==> config.mk <==
export PLATFORM = sky130hd
export DESIGN_NAME = bcd_time_keeper
export DESIGN_NICKNAME = d
export VERILOG_FILES = /design/src/rtl/bcd_time_keeper.sv
export SDC_FILE = /design/constraint.sdc
export NUM_CORES = 1
export LEC_CHECK = 0
export CAP_MARGIN = 30
export CORE_MARGIN = 8
export CORE_UTILIZATION = 35
export CTS_BUF_LIST = sky130_fd_sc_hd__clkbuf_16
export DETAILED_ROUTE_END_ITERATION = 16
export HOLD_SLACK_MARGIN = 0.03
export PLACE_DENSITY = 0.62
export REMOVE_ABC_BUFFERS = 1
export SLEW_MARGIN = 0
export SYNTH_ARGS = -nofsm -noshare
export SYNTH_HDL_FRONTEND = slang
export SYNTH_SLANG_ARGS = --single-unit
==> constraint.sdc <==
create_clock -name clock -period 2 [get_ports clock]
set_input_delay 0.2 -clock clock [delete_from_list [all_inputs] [get_ports clock]]
set_output_delay 0.2 -clock clock [all_outputs]
set_load 0.02 [all_outputs]
==> src/rtl/bcd_time_keeper.sv <==
// BCD hh:mm:ss time-of-day counter advanced by synchronised tick_in edges, with a checked load.
// TIME_12H_DISPLAY_EN: present the hour field in 12-hour form and drive pm.
module bcd_time_keeper #(
  parameter int SYNC_STAGES   = 2,
  parameter int TICKS_PER_SEC = 1
) (
  input  logic        clock,
  input  logic        reset,
  input  logic        tick_in,
  input  logic        run,
  input  logic        set_valid,
  output logic        set_ready,
  input  logic [23:0] set_time,
  output logic        set_err,
  output logic [23:0] time_bcd,
  output logic        sec_pulse,
  output logic        min_pulse,
  output logic        hour_pulse,
  output logic        day_pulse,
  output logic        pm
);

  localparam int PW = $clog2(TICKS_PER_SEC) + 1;
  localparam logic [PW-1:0] PMAX = PW'(TICKS_PER_SEC - 1);

  typedef enum logic {IDLE, CHECK} state_e;

  state_e state_q, state_d;
  logic [SYNC_STAGES-1:0] sync_q;
  logic hist_q, edge_w;
  logic [PW-1:0] pre_q, pre_d;
  logic [23:0] time_q, time_d, nxt, shadow_q;
  logic sec_q, min_q, hour_q, day_q, err_q;
  logic capture, commit, reject, shadow_ok;
  logic tick_w, wrap, adv;
  logic c_s, c_m, c_d, h_top;
  logic [3:0] s1, s10, m1, m10, h1, h10;

  always_ff @(posedge clock or negedge reset) begin
    if (!reset) begin
      sync_q <= '0;
      hist_q <= 1'b0;
    end else begin
      sync_q <= {sync_q[SYNC_STAGES-2:0], tick_in};
      hist_q <= sync_q[SYNC_STAGES-1];
    end
  end

  assign edge_w = sync_q[SYNC_STAGES-1] & ~hist_q;

  always_ff @(posedge clock or negedge reset) begin
    if (!reset) state_q <= IDLE;
    else        state_q <= state_d;
  end

  always_comb begin
    state_d = state_q;
    unique case (state_q)
      IDLE:  if (set_valid) state_d = CHECK;
      CHECK: state_d = IDLE;
      default: state_d = IDLE;
    endcase
  end

  always_comb begin
    set_ready = (state_q == IDLE);
    capture   = (state_q == IDLE) & set_valid;
    commit    = (state_q == CHECK) & shadow_ok;
    reject    = (state_q == CHECK) & ~shadow_ok;
  end

  assign shadow_ok = (shadow_q[3:0]   <= 4'd9) && (shadow_q[7:4]   <= 4'd5)
                  && (shadow_q[11:8]  <= 4'd9) && (shadow_q[15:12] <= 4'd5)
                  && (shadow_q[19:16] <= 4'd9) && (shadow_q[23:20] <= 4'd2)
                  && !(shadow_q[23:20] == 4'd2 && shadow_q[19:16] > 4'd3);

  assign {h10, h1, m10, m1, s10, s1} = time_q;

  assign tick_w = edge_w & run;
  assign wrap   = (pre_q == PMAX);
  // A load commit overrides a coincident second advance.
  assign adv    = tick_w & wrap & ~commit;

  always_comb begin
    pre_d = pre_q;
    if (commit)      pre_d = '0;
    else if (tick_w) pre_d = wrap ? '0 : pre_q + PW'(1);
  end

  assign c_s   = (s10 == 4'd5) && (s1 == 4'd9);
  assign c_m   = c_s && (m10 == 4'd5) && (m1 == 4'd9);
  assign h_top = (h10 == 4'd2) && (h1 == 4'd3);
  assign c_d   = c_m && h_top;

  always_comb begin
    nxt = time_q;
    nxt[3:0] = (s1 == 4'd9) ? 4'd0 : s1 + 4'd1;
    if (s1 == 4'd9)
      nxt[7:4] = (s10 == 4'd5) ? 4'd0 : s10 + 4'd1;
    if (c_s)
      nxt[11:8] = (m1 == 4'd9) ? 4'd0 : m1 + 4'd1;
    if (c_s && m1 == 4'd9)
      nxt[15:12] = (m10 == 4'd5) ? 4'd0 : m10 + 4'd1;
    if (c_m)
      nxt[19:16] = (h_top || h1 == 4'd9) ? 4'd0 : h1 + 4'd1;
    if (c_m)
      nxt[23:20] = h_top ? 4'd0 : (h1 == 4'd9) ? h10 + 4'd1 : h10;
  end

  always_comb begin
    time_d = time_q;
    if (commit)   time_d = shadow_q;
    else if (adv) time_d = nxt;
  end

  always_ff @(posedge clock or negedge reset) begin
    if (!reset) begin
      time_q   <= '0;
      pre_q    <= '0;
      shadow_q <= '0;
      sec_q    <= 1'b0;
      min_q    <= 1'b0;
      hour_q   <= 1'b0;
      day_q    <= 1'b0;
      err_q    <= 1'b0;
    end else begin
      time_q <= time_d;
      pre_q  <= pre_d;
      if (capture) shadow_q <= set_time;
      sec_q  <= adv;
      min_q  <= adv & c_s;
      hour_q <= adv & c_m;
      day_q  <= adv & c_d;
      err_q  <= reject;
    end
  end

  assign sec_pulse  = sec_q;
  assign min_pulse  = min_q;
  assign hour_pulse = hour_q;
  assign day_pulse  = day_q;
  assign set_err    = err_q;

`ifdef TIME_12H_DISPLAY_EN
  logic [6:0] hb, hd;
  assign hb = 7'(h10) * 7'd10 + 7'(h1);
  assign hd = (hb == 7'd0) ? 7'd12 : (hb > 7'd12) ? hb - 7'd12 : hb;
  assign pm = (hb >= 7'd12);
  assign time_bcd = {(hd >= 7'd10) ? 4'd1 : 4'd0,
                     (hd >= 7'd10) ? 4'(hd - 7'd10) : 4'(hd),
                     time_q[15:0]};
`else
  assign pm       = 1'b0;
  assign time_bcd = time_q;
`endif

endmodule

==> reports/results.tsv, run 1 <==
metric	value	unit
outcome	completed	
ys_async_sr_fraction	100.0	%
cts_tree	built	
min_period	1.853	ns
drv_cap	0	
fin_util	50.75	%
grt_pass1_vias	2208	
start_util	35.72	%
synth_flop_cell	dfrtp_1	
critical_path_arrival	2.06	ns
dpl.hpwl	4912	um
hold_class	input pin to flop	
max_slew_margin	65.15	%
wl_met3	360	um
hold_start	tick_in	
slew_violations	0	
synth_common_cells	dfrtp_1, nor2_1, a21oi_1, mux2_2	
syn2layout_area_growth	42.10	%
cp_max_fo	5	
fin_total_pwr	0.004380	W
wl_per_cell	14.92	um
grt_overflow	0	
cts-root-buf	clkbuf_16	
grt_start_max_net_pins	29	
synth.distinct_cells	52	
drc_errors	0	
wl	6492	um
vias_per_cell	4.807	
clock.fmax	0.5398	GHz
critPathKind	flop to flop	
grt_usage	12.58	%
top_layer	met4	
clk-insertion-delay-late	0.32	ns
synthTopCellsByArea	dfrtp_1, mux2_2, a21oi_1	
min_period_over_period	92.63	%
fin_skew	0.006251	ns
drive_above_1_share	20.42	%
synth.avg_cell_area	11.15	um2
place_ws	0.03072	ns
max_stage_delay	0.51	ns
ys_ff_latch	57	
die_w	104.3	um
drtAntennaViolNets	0	
wl_met2	3091	um
nets	361	
slowest_stage	a222oi_1	
synth-edff-count	0	
hold_violations	0	
post-cts-setup-buffers	0	
drt_iter0_drc	69	
antenna_found_initial	0	
worstPathCellList	a222oi_1, nand4_1, nor3_2, buf_4, a21oi_1, a22o_1	
wl_met1	2960	um
cts_buffers	9	
crit_buf_inv	1	
die_y	104.3	um
fin_cells	435	
ys_seq_area_share	52.22	%
clk_pin_slew	0.05	ns
power.density	1129	nW/um2
vias	2091	
worst_pin_slew	0.5227	ns
synth_warnings	0	
yosysTopAreaCell	dfrtp_1	
coreArea	7647	um2
leakage	1.638	nW
clockBufferDepth	2	
num_antenna_cells	0	
gp_congestion	0.8015	
clock-sinks	57	
setup_viol	0	
die_area	10890	um2
cts-htree-levels	3	
io_pins	60	
crit_start	shadow_q[6]	
rsz0062_at_grt	no	
synthesis.area	2731	um2
tns	0	ns
netlist.area_leader.share	52.22	%
portBuffers	58	
vdd_drop_max	0.0005662	V
end_kind	flop	
crit_family	compound AO/OA/AOI/OAI gates	
placedCellCount	418	
reg2reg_from	shadow_q[6]	
nFillCells	699	
rows	32	
syn_inst	245	
required	2.21	ns
first_pass_iters	4	
grt_pass1_wl	10970	um
start_kind	flop	
yosysMostFrequentCell	dfrtp_1	
layout_setup_ws	0.1474	ns
## layout by cell type, fill, tap and decap left out, types with 3 or more instances in the layout
cell,n
and4_1,3
buf_4,20
nand4_1,5
o22a_1,3
clkdlybuf4s50_1,57
mux2i_1,4
o21a_1,3
ha_1,4
o21ai_0,7
inv_1,10
nor2_1,26
xnor2_1,5
a21oi_1,25
nand2_1,7
mux2_2,24
clkbuf_16,9
nand3_1,4
nor4_1,3
xor2_1,4
dfrtp_1,57
nor2b_1,6
## cells by family (layout without fill, tap and decap cells)
family	count (synthesis)	in the layout	share of synthesized area (%)
buffers and inverters	16	104	2.840
AND/OR/NAND/NOR	78	78	17.04
flip-flops	57	57	52.22
AO/OA/AOI/OAI	52	52	11.68
multiplexers	28	28	11.36
other	1	1	0.1373
XOR/XNOR	9	9	2.886
adder cells (fa/ha/maj)	4	4	1.832
## what timing repair did
action,in CTS,in global routing
endpoints found under the setup margin,0,1
hold buffers,1,0
resized for setup,0,2
endpoints found under the hold margin,19,0
## worst register-to-register path, delay by kind of cell, from the launching register on
kind	cells	cell delay, ns
AO/OA/AOI/OAI	3	0.76
AND/OR/NAND/NOR	2	0.43
flip-flops	1	0.39
buffers and inverters	1	0.17
## final timing paths
check | slack [ns] | cells past startpoint | endpoint
max | 0.15 | 6 | time_bcd[20]
min | 0.32 | 1 | sync_q[0]
max reg2reg | 0.15 | 6 | time_bcd[20]
min reg2reg | 0.34 | 0 | sync_q[1]
max in group asynchronous | 1.07 | 3 | shadow_q[9]
min in group asynchronous | 0.39 | 2 | time_bcd[23]
## metal layers
metal	up-vias	GRT usage (%)
li1	1052	-
met5	-	0
met4	0	4.654
met1	986	14.85
met2	45	20.04
met3	8	5.081
## area by class of cell
class                      instances  area [um2]  share of cell area, %
sequential                        57        1426                  36.75
multi-input combinational        172        1245                  32.08
timing repair buffer              81       775.7                  19.99
clock buffer                       9       225.2                  5.803
tap                              102       127.6                  3.288
clock inverter                     7       55.05                  1.418
inverter                           7       26.28                 0.6770
## where the power goes
group / internal, W / switching [W] / total (W) / leakage, nW
registers: 0.00139 / 0.000255 / 0.00164 / 0.661
logic: 0.000700 / 0.000624 / 0.00132 / 0.826
clock network: 0.000937 / 0.000478 / 0.00141 / 0.150
## state kept, by name (all words and copies together) (netlist names)
name / count
state_q: 1
day_pulse: 1
shadow_q: 24
sec_pulse: 1
hour_pulse: 1
set_err: 1
sync_q: 2
hist_q: 1
min_pulse: 1
time_bcd: 24
## per-stage QoR
step,hold WS [ns],area [um2]
after floorplan,-0.09559,2680
after detailed placement,0.2025,3576
after global routing,0.3256,3881
after global placement,0.2010,3576
after CTS,0.3059,3866
final,0.3184,3881
(Power assumes the default switching activity.)
==> run 2: changes to the inputs <==
Settings changed: CTS_CLUSTER_SIZE set to 10, GPL_TIMING_DRIVEN set to 0, SLEW_MARGIN 0 to 5.
==> run 2 against run 1 <==
Clock power fell by 9.9%. Critical endpoint is now day_pulse. Die area did not move. Total power fell by 4.1%. Critical path type unchanged.
==> reports/results.tsv, run 2 (synthesized netlist as in run 1, its figures left out) <==
metric	value	unit
min_to	sync_q[0]	
layout_setup_ws	0.02592	ns
p_sw_share	32.44	%
die_w	104.3	um
worst_hold_slack	0.3200	ns
min_period_over_period	98.70	%
setup_viol	0	
die_y	104.3	um
min_path_cells	1	
gp_congestion	0.7877	
rrSetupSlack	0.03	ns
grt_overflow	0	
worst_pin_slew	0.8406	ns
portBuffers	58	
cts-htree-levels	3	
rr_endpoint	day_pulse	
drc_errors	0	
max_slew_margin	43.71	%
dpl.hpwl	4599	um
end_kind	flop	
drv_cap	0	
nets	344	
rows	32	
fin_skew	0.006869	ns
power.density	1120	nW/um2
reg2reg_from	shadow_q[5]	
ff2ff_path_depth	5	
dpl_cell_area	3421	um2
cts-root-buf	clkbuf_16	
grt_pass1_wl	10530	um
vias_per_cell	5.014	
syn2layout_area_growth	37.29	%
p_int	0.002838	W
combPwrFrac	29.6	%
clk-insertion-delay-late	0.32	ns
grt_usage	12.17	%
critical_path_arrival	2.18	ns
antenna_found_initial	0	
clock.fmax	0.5066	GHz
required	2.21	ns
cts_tree	built	
hold_class	input pin to flop	
start_kind	flop	
place_ws	-0.3146	ns
hold_start	tick_in	
critPathKind	flop to flop	
p_clk_share	30.3	%
min_period	1.974	ns
drt_iter0_drc	62	
num_antenna_cells	0	
io_pins	60	
vdd_drop_max	0.0004330	V
start_util	35.72	%
leakage	1.538	nW
vias	2086	
wl_per_cell	15.98	um
switchingPower	0.001363	W
final_cell_area	3750	um2
first_pass_iters	4	
wl	6649	um
clockBufferDepth	2	
hold_violations	0	
outcome	completed	
clock-sinks	57	
drtAntennaViolNets	0	
slew_violations	0	
die_area	10890	um2
coreArea	7647	um2
grt_pass1_vias	2092	
cts_buffers	9	
layout_common_cells	dfrtp_1, clkdlybuf4s50_1, nor2_1, a21oi_1, mux2_2	
power_frac_seq	40.1	%
rsz0062_at_grt	yes	
grt_start_max_net_pins	34	
drive_above_1_share	16.56	%
clk_pin_slew	0.05	ns
cp_max_fo	5	
-- run 2: area by class of cell --
| cell class | instances | area (um2) |
|---|---|---|
| flip-flops and latches | 57 | 1426 |
| repair buffers | 63 | 635.6 |
| well taps | 102 | 127.6 |
| multi-input cells | 173 | 1290 |
| fillers | 696 | 3897 |
| inverters | 7 | 26.28 |
| clock buffers | 9 | 225.2 |
| clock inverters | 5 | 18.77 |
-- run 2: per-layer routing --
| metal | part of all wire [%] | routed length [um] | global-route usage, % |
|---|---|---|---|
| met5 | 0 | 0 | 0 |
| met4 | 1.6 | 104 | 6.205 |
| met3 | 4.6 | 307 | 3.841 |
| met2 | 48 | 3167 | 18.99 |
| met1 | 46 | 3069 | 14.71 |
-- run 2: worst max path at each step --
stage / endpoint / startpoint
finish: day_pulse / shadow_q[5]
global route: day_pulse / shadow_q[5]
CTS: time_bcd[18] / shadow_q[6]
detailed placement: time_bcd[18] / shadow_q[7]
global placement: shadow_q[4] / reset
floorplan: shadow_q[0] / state_q
-- run 2: worst max-delay path: stages, from the launching register on --
cell and delay, ns:
dfrtp_1 0.40, a222oi_1 0.49, nand4_1 0.24, nor3_2 0.44, nor2_1 0.13, and4_1 0.17
-- run 2: repair_timing --
action                                  4_1_cts  5_1_grt
endpoints found under the setup margin       20       24
pin swaps                                     0        2
endpoints found under the hold margin        24        0
resized for setup                             2        7
hold buffers                                  1        0
buffers inserted                              0        2
cloned                                        0        1
-- run 2: power by group through the flow --
stage | Sequential [W] | Clock (W) | Combinational, W
after floorplan | 0.00182 | 0 | 0.000508
after global placement | 0.00169 | 0 | 0.00117
after detailed placement | 0.00170 | 0 | 0.00120
after CTS | 0.00168 | 0.00130 | 0.00121
after global routing | 0.00173 | 0.00136 | 0.00134
final | 0.00168 | 0.00127 | 0.00124
-- run 2: per-stage QoR --
step                TNS [ns]  util (%)  total power (W)  std cells
finish                     0     49.03         0.004201        416
global route         -0.2628     49.03         0.004431        416
CTS                        0     48.23         0.004192        413
detailed placement    -5.784     44.73         0.002895        398
global placement      -94.16     44.31         0.002864        396
floorplan             -1.491         -         0.002327        236
